$ cat config.mk
export PLATFORM = sky130hd
export DESIGN_NAME = serial_subtractor
export DESIGN_NICKNAME = d
export VERILOG_FILES = /design/src/rtl/serial_subtractor.sv
export SDC_FILE = /design/constraint.sdc
export NUM_CORES = 1
export LEC_CHECK = 0
export CAP_MARGIN = 20
export CORE_ASPECT_RATIO = 1.75
export CORE_UTILIZATION = 28
export DETAILED_ROUTE_END_ITERATION = 16
export HOLD_SLACK_MARGIN = 0.1
export MAX_ROUTING_LAYER = met4
export SLEW_MARGIN = 5
export SYNTH_ARGS = -nofsm -noshare
export SYNTH_HDL_FRONTEND = slang
export SYNTH_SLANG_ARGS = --single-unit
$ cat constraint.sdc
create_clock -name clk -period 1.5 [get_ports clk]
set_input_delay 0.225 -clock clk [delete_from_list [all_inputs] [get_ports clk]]
set_output_delay 0.225 -clock clk [all_outputs]
set_load 0.02 [all_outputs]
$ cat src/rtl/serial_subtractor.sv
// serial_subtractor: bit-serial WIDTH-bit subtractor computing a - b - bin,
// one bit per clock, LSB first, through a single full-subtractor cell with a
// registered borrow. Operands load on an accepted start; diff/borrow_out are
// loaded only at completion and flagged by a one-cycle done pulse.
//
// Optional feature macro: SERIAL_SUB_SIGNED_OVF_EN
//   defined   -> adds output ovf, the signed (two's complement) overflow flag
//                of a - b, loaded together with diff.
//   undefined -> ovf port and logic are absent.
module serial_subtractor #(
    parameter int WIDTH = 8
) (
    input  logic             clk,
    input  logic             rst_n,
    input  logic             start,
    input  logic [WIDTH-1:0] a,
    input  logic [WIDTH-1:0] b,
    input  logic             bin,
    output logic             busy,
    output logic             done,
    output logic [WIDTH-1:0] diff,
`ifdef SERIAL_SUB_SIGNED_OVF_EN
    output logic             borrow_out,
    output logic             ovf
`else
    output logic             borrow_out
`endif
);

    localparam int CW = $clog2(WIDTH);
    localparam logic [CW-1:0] LAST_BIT = CW'(WIDTH - 1);

    typedef enum logic {
        IDLE = 1'b0,
        RUN  = 1'b1
    } state_t;

    state_t           state_reg, state_next;
    logic [WIDTH-1:0] a_sh_reg;
    logic [WIDTH-1:0] b_sh_reg;
    logic [WIDTH-1:0] res_sh_reg;
    logic [WIDTH-1:0] res_next;
    logic             br_reg;
    logic             br_next;
    logic             d_bit;
    logic [CW-1:0]    cnt_reg;
    logic             load;
    logic             last;

    // Full-subtractor cell on the current LSBs; the result register fills from
    // the MSB so that after WIDTH shifts bit 0 sits at the LSB.
    always_comb begin
        d_bit    = a_sh_reg[0] ^ b_sh_reg[0] ^ br_reg;
        br_next  = (~a_sh_reg[0] & b_sh_reg[0]) | (~(a_sh_reg[0] ^ b_sh_reg[0]) & br_reg);
        res_next = {d_bit, res_sh_reg[WIDTH-1:1]};
    end

    // State register.
    always_ff @(posedge clk or negedge rst_n) begin
        if (!rst_n) begin
            state_reg <= IDLE;
        end else begin
            state_reg <= state_next;
        end
    end

    // Next-state logic: accept start only when idle, finish on the last bit.
    always_comb begin
        state_next = state_reg;
        load       = 1'b0;
        last       = 1'b0;
        case (state_reg)
            IDLE: begin
                if (start) begin
                    load       = 1'b1;
                    state_next = RUN;
                end
            end
            RUN: begin
                if (cnt_reg == LAST_BIT) begin
                    last       = 1'b1;
                    state_next = IDLE;
                end
            end
            default: state_next = IDLE;
        endcase
    end

    assign busy = (state_reg == RUN);

    // Datapath: operand shift registers, result shift register, borrow flop, bit counter.
    always_ff @(posedge clk or negedge rst_n) begin
        if (!rst_n) begin
            a_sh_reg   <= '0;
            b_sh_reg   <= '0;
            res_sh_reg <= '0;
            br_reg     <= 1'b0;
            cnt_reg    <= '0;
        end else if (load) begin
            a_sh_reg <= a;
            b_sh_reg <= b;
            br_reg   <= bin;
            cnt_reg  <= '0;
        end else if (state_reg == RUN) begin
            a_sh_reg   <= a_sh_reg >> 1;
            b_sh_reg   <= b_sh_reg >> 1;
            res_sh_reg <= res_next;
            br_reg     <= br_next;
            // Hold at the last index rather than wrapping.
            if (!last) begin
                cnt_reg <= cnt_reg + CW'(1);
            end
        end
    end

    // Output registers: updated only at completion so partial results never show.
    always_ff @(posedge clk or negedge rst_n) begin
        if (!rst_n) begin
            done       <= 1'b0;
            diff       <= '0;
            borrow_out <= 1'b0;
        end else begin
            done <= last;
            if (last) begin
                diff       <= res_next;
                borrow_out <= br_next;
            end
        end
    end

`ifdef SERIAL_SUB_SIGNED_OVF_EN
    // Signed overflow: on the last bit the operand LSBs hold the original MSBs
    // and d_bit is the MSB of the new difference.
    always_ff @(posedge clk or negedge rst_n) begin
        if (!rst_n) begin
            ovf <= 1'b0;
        end else if (last) begin
            ovf <= (a_sh_reg[0] ^ b_sh_reg[0]) & (a_sh_reg[0] ^ d_bit);
        end
    end
`endif

endmodule

==> flow_summary.json <==
{
  "status": "finished clean",
  "worst_setup_path_end_kind": "output pin",
  "placed_cell_area_um2": 2080,
  "post-place-ws_ps": -51.5,
  "avgSynthCellArea_um2": 13.1,
  "clk_pin_slew_ps": 70,
  "pin_count": 31,
  "p_per_area_nw_per_um2": 1930,
  "grt_setup_unrepaired": "false",
  "r2r_setup_slack_ps": 60,
  "totalPowerFinal_w": 0.00428,
  "rows": 36,
  "rr_startpoint": "cnt_reg[0]",
  "drtAntennaViolNets": 0,
  "arrival_ps": 1230,
  "n_fill_cell": 540,
  "cts_sinks": 38,
  "path_cells": "clkdlybuf4s50_1",
  "die_h_um": 104,
  "crit_fanout": 2,
  "cts_max_level": 2,
  "start_util": 0.296,
  "p_clk_frac": 0.165,
  "hp-class": "primary input to async pin",
  "syn_area_um2": 1660,
  "netlist.area_leader.share": 0.571,
  "post-route-min-period_ps": 1450,
  "yosys_register_bits": 38,
  "finalSetupViolations": 0,
  "final_hold_viol_count": 0,
  "p_int_w": 0.00286,
  "finalCritPeriodShare": 0.968,
  "relSlewSlack": 0.830,
  "tightest_slew_ps": 254,
  "die_w_um": 60.3,
  "placedCellCount": 232,
  "p_comb_frac": 0.427,
  "globalRoute.totalOverflow": 0,
  "root_buffer": "clkbuf_8",
  "grt_max_degree": 46,
  "switching_share": 0.331,
  "seqPwrFrac": 0.408,
  "start_kind": "flop",
  "worstRegToRegCells": 4,
  "drive_gt1_frac": 0.170,
  "gp_congestion": 0.679,
  "nNetsFinal": 187,
  "critPathKind": "flop to output pin",
  "num_vias": 1052,
  "area_growth_pct": 33.2,
  "crit_buf_inv": 1,
  "multi_input_area_um2": 668,
  "grt_pass1_wl_um": 4910,
  "peakVddDrop_uv": 629,
  "drt_iter0_drc": 20,
  "dieArea_um2": 6270,
  "yosys.area.top_type": "dfrtp_1",
  "grt_usage": 0.104,
  "ys_top_cells_by_area": "dfrtp_1 57%, mux2i_1 12%, mux2_4 7.2%",
  "path_delay_family": "buffers and inverters",
  "fin_area_um2": 2220,
  "vias_per_cell": 4.37,
  "fin_cells": 241,
  "clk_latency_ps": 280,
  "wire_per_inst_um": 12.1,
  "cpMaxStageDelayCell": "clkdlybuf4s50_1",
  "cp.required_ps": 1270,
  "drt_wl_total_um": 2920,
  "worstReg2RegEnd": "cnt_reg[2]",
  "drv_cap": 0,
  "fmaxAchievable_mhz": 689,
  "numCtsBuffers": 5,
  "dpl.hpwl_um": 2080,
  "slowest_delay_ps": 600,
  "drv_slew": 0,
  "antenna_found_initial": 0,
  "cts-root-to-sink-buffers": 2,
  "first_global_vias": 1085,
  "switchingPower_w": 0.00142,
  "seq_area_um2": 951,
  "io_buffers": 30,
  "skew_ps": 6.96,
  "syn-instance-count": 127,
  "leakage_nw": 1.10,
  "ys_types": 19,
  "synth.net_count": 150,
  "drc": 0,
  "cts_tree": "done",
  "setup_ws_ps": 48.7,
  "fin_hold_ws_ps": 339,
  "first_pass_iters": 3,
  "synth_warnings": 0,
  "synth.yosys.seq_area_share": 0.571,
  "core_area_um2": 5630,
  "diodes": 0
}
==> how the worst max path moves through the flow <==
stage                from  cells after the start         end
2_1_floorplan  cnt_reg[0]                      4  cnt_reg[2]
3_3_place_gp   cnt_reg[0]                      4  cnt_reg[2]
3_5_place_dp   cnt_reg[0]                      4  cnt_reg[2]
4_1_cts        cnt_reg[0]                      4  cnt_reg[2]
5_1_grt           diff[5]                      1     diff[5]
6_report          diff[5]                      1     diff[5]
==> cells in the final DEF (no fill, tap or decap), types with 2 or more instances in the layout <==
| cell type | Yosys | layout |
|---|---|---|
| mux2_2 | 2 | 2 |
| mux2_4 | 8 | 8 |
| mux2i_1 | 20 | 20 |
| buf_12 | 0 | 2 |
| a22o_1 | 2 | 2 |
| dfrtp_1 | 38 | 38 |
| dlymetal6s2s_1 | 0 | 7 |
| nand2_1 | 14 | 14 |
| mux2_1 | 7 | 7 |
| clkdlybuf4s50_1 | 0 | 21 |
| clkbuf_8 | 0 | 6 |
| nor2_1 | 3 | 3 |
| o21ai_1 | 14 | 14 |
| inv_1 | 4 | 4 |
| buf_4 | 0 | 4 |
==> cells by family after synthesis <==
| kind of cell | share of synthesized area |
|---|---|
| AO/OA/AOI/OAI | 0.0571 |
| XOR/XNOR | 0.00526 |
| adder cells (fa/ha/maj) | 0.0271 |
| buffers and inverters | 0.0361 |
| flip-flops | 0.571 |
| multiplexers | 0.253 |
| AND/OR/NAND/NOR | 0.0496 |
==> per-stage QoR <==
step,setup TNS (ps),util
6_report,0,0.394
4_1_cts,0,0.388
2_1_floorplan,0,-
5_1_grt,0,0.394
3_3_place_gp,0,0.370
3_5_place_dp,-87.1,0.370
==> timing repair <==
| action | 4_1_cts | 5_1_grt |
|---|---|---|
| hold endpoints to repair | 10 | 0 |
| endpoints found under the setup margin | 11 | 10 |
| gates cloned | 0 | 0 |
| hold buffers | 1 | 0 |
| gates resized for setup | 2 | 9 |
| buffers inserted | 0 | 0 |
==> Yosys cell counts <==
cell type	instances
a21o_1	1
inv_2	1
nand2_4	1
a22o_1	2
mux2_2	2
buf_2	6
nor3b_1	1
mux2_4	8
nor2_1	3
mux2i_1	20
fa_1	1
nand2_1	14
buf_6	1
inv_1	4
o21ai_1	14
mux2_1	7
dfrtp_1	38
xnor2_1	1
ha_1	2
==> metal layers <==
| metal | wire length, µm | global-route usage | vias up | share of wire |
|---|---|---|---|---|
| met5 | 0 | - | - | 0 |
| met4 | 33 | 0.0399 | 0 | 0.011 |
| met3 | 143 | 0.0274 | 4 | 0.049 |
| met2 | 1480 | 0.161 | 27 | 0.51 |
| met1 | 1260 | 0.127 | 517 | 0.43 |
| li1 | - | - | 504 | - |
==> layout make-up <==
class                           instances  area share
Clock inverter                          1     0.00226
Inverter                                5     0.00847
Multi-Input combinational cell         77       0.302
Sequential cell                        38       0.429
Timing Repair Buffer                   37       0.177
Clock buffer                            7      0.0390
Tap cell                               76      0.0429
==> power by group through the flow <==
stage | registers, W | clock network, W | logic (W)
floorplan | 0.00189 | 0 | 0.00109
global placement | 0.00175 | 0 | 0.00177
detailed placement | 0.00177 | 0 | 0.00186
CTS | 0.00175 | 0.000735 | 0.00186
global route | 0.00181 | 0.000766 | 0.00203
finish | 0.00175 | 0.000706 | 0.00183
Power figures use the tool's default switching activity.
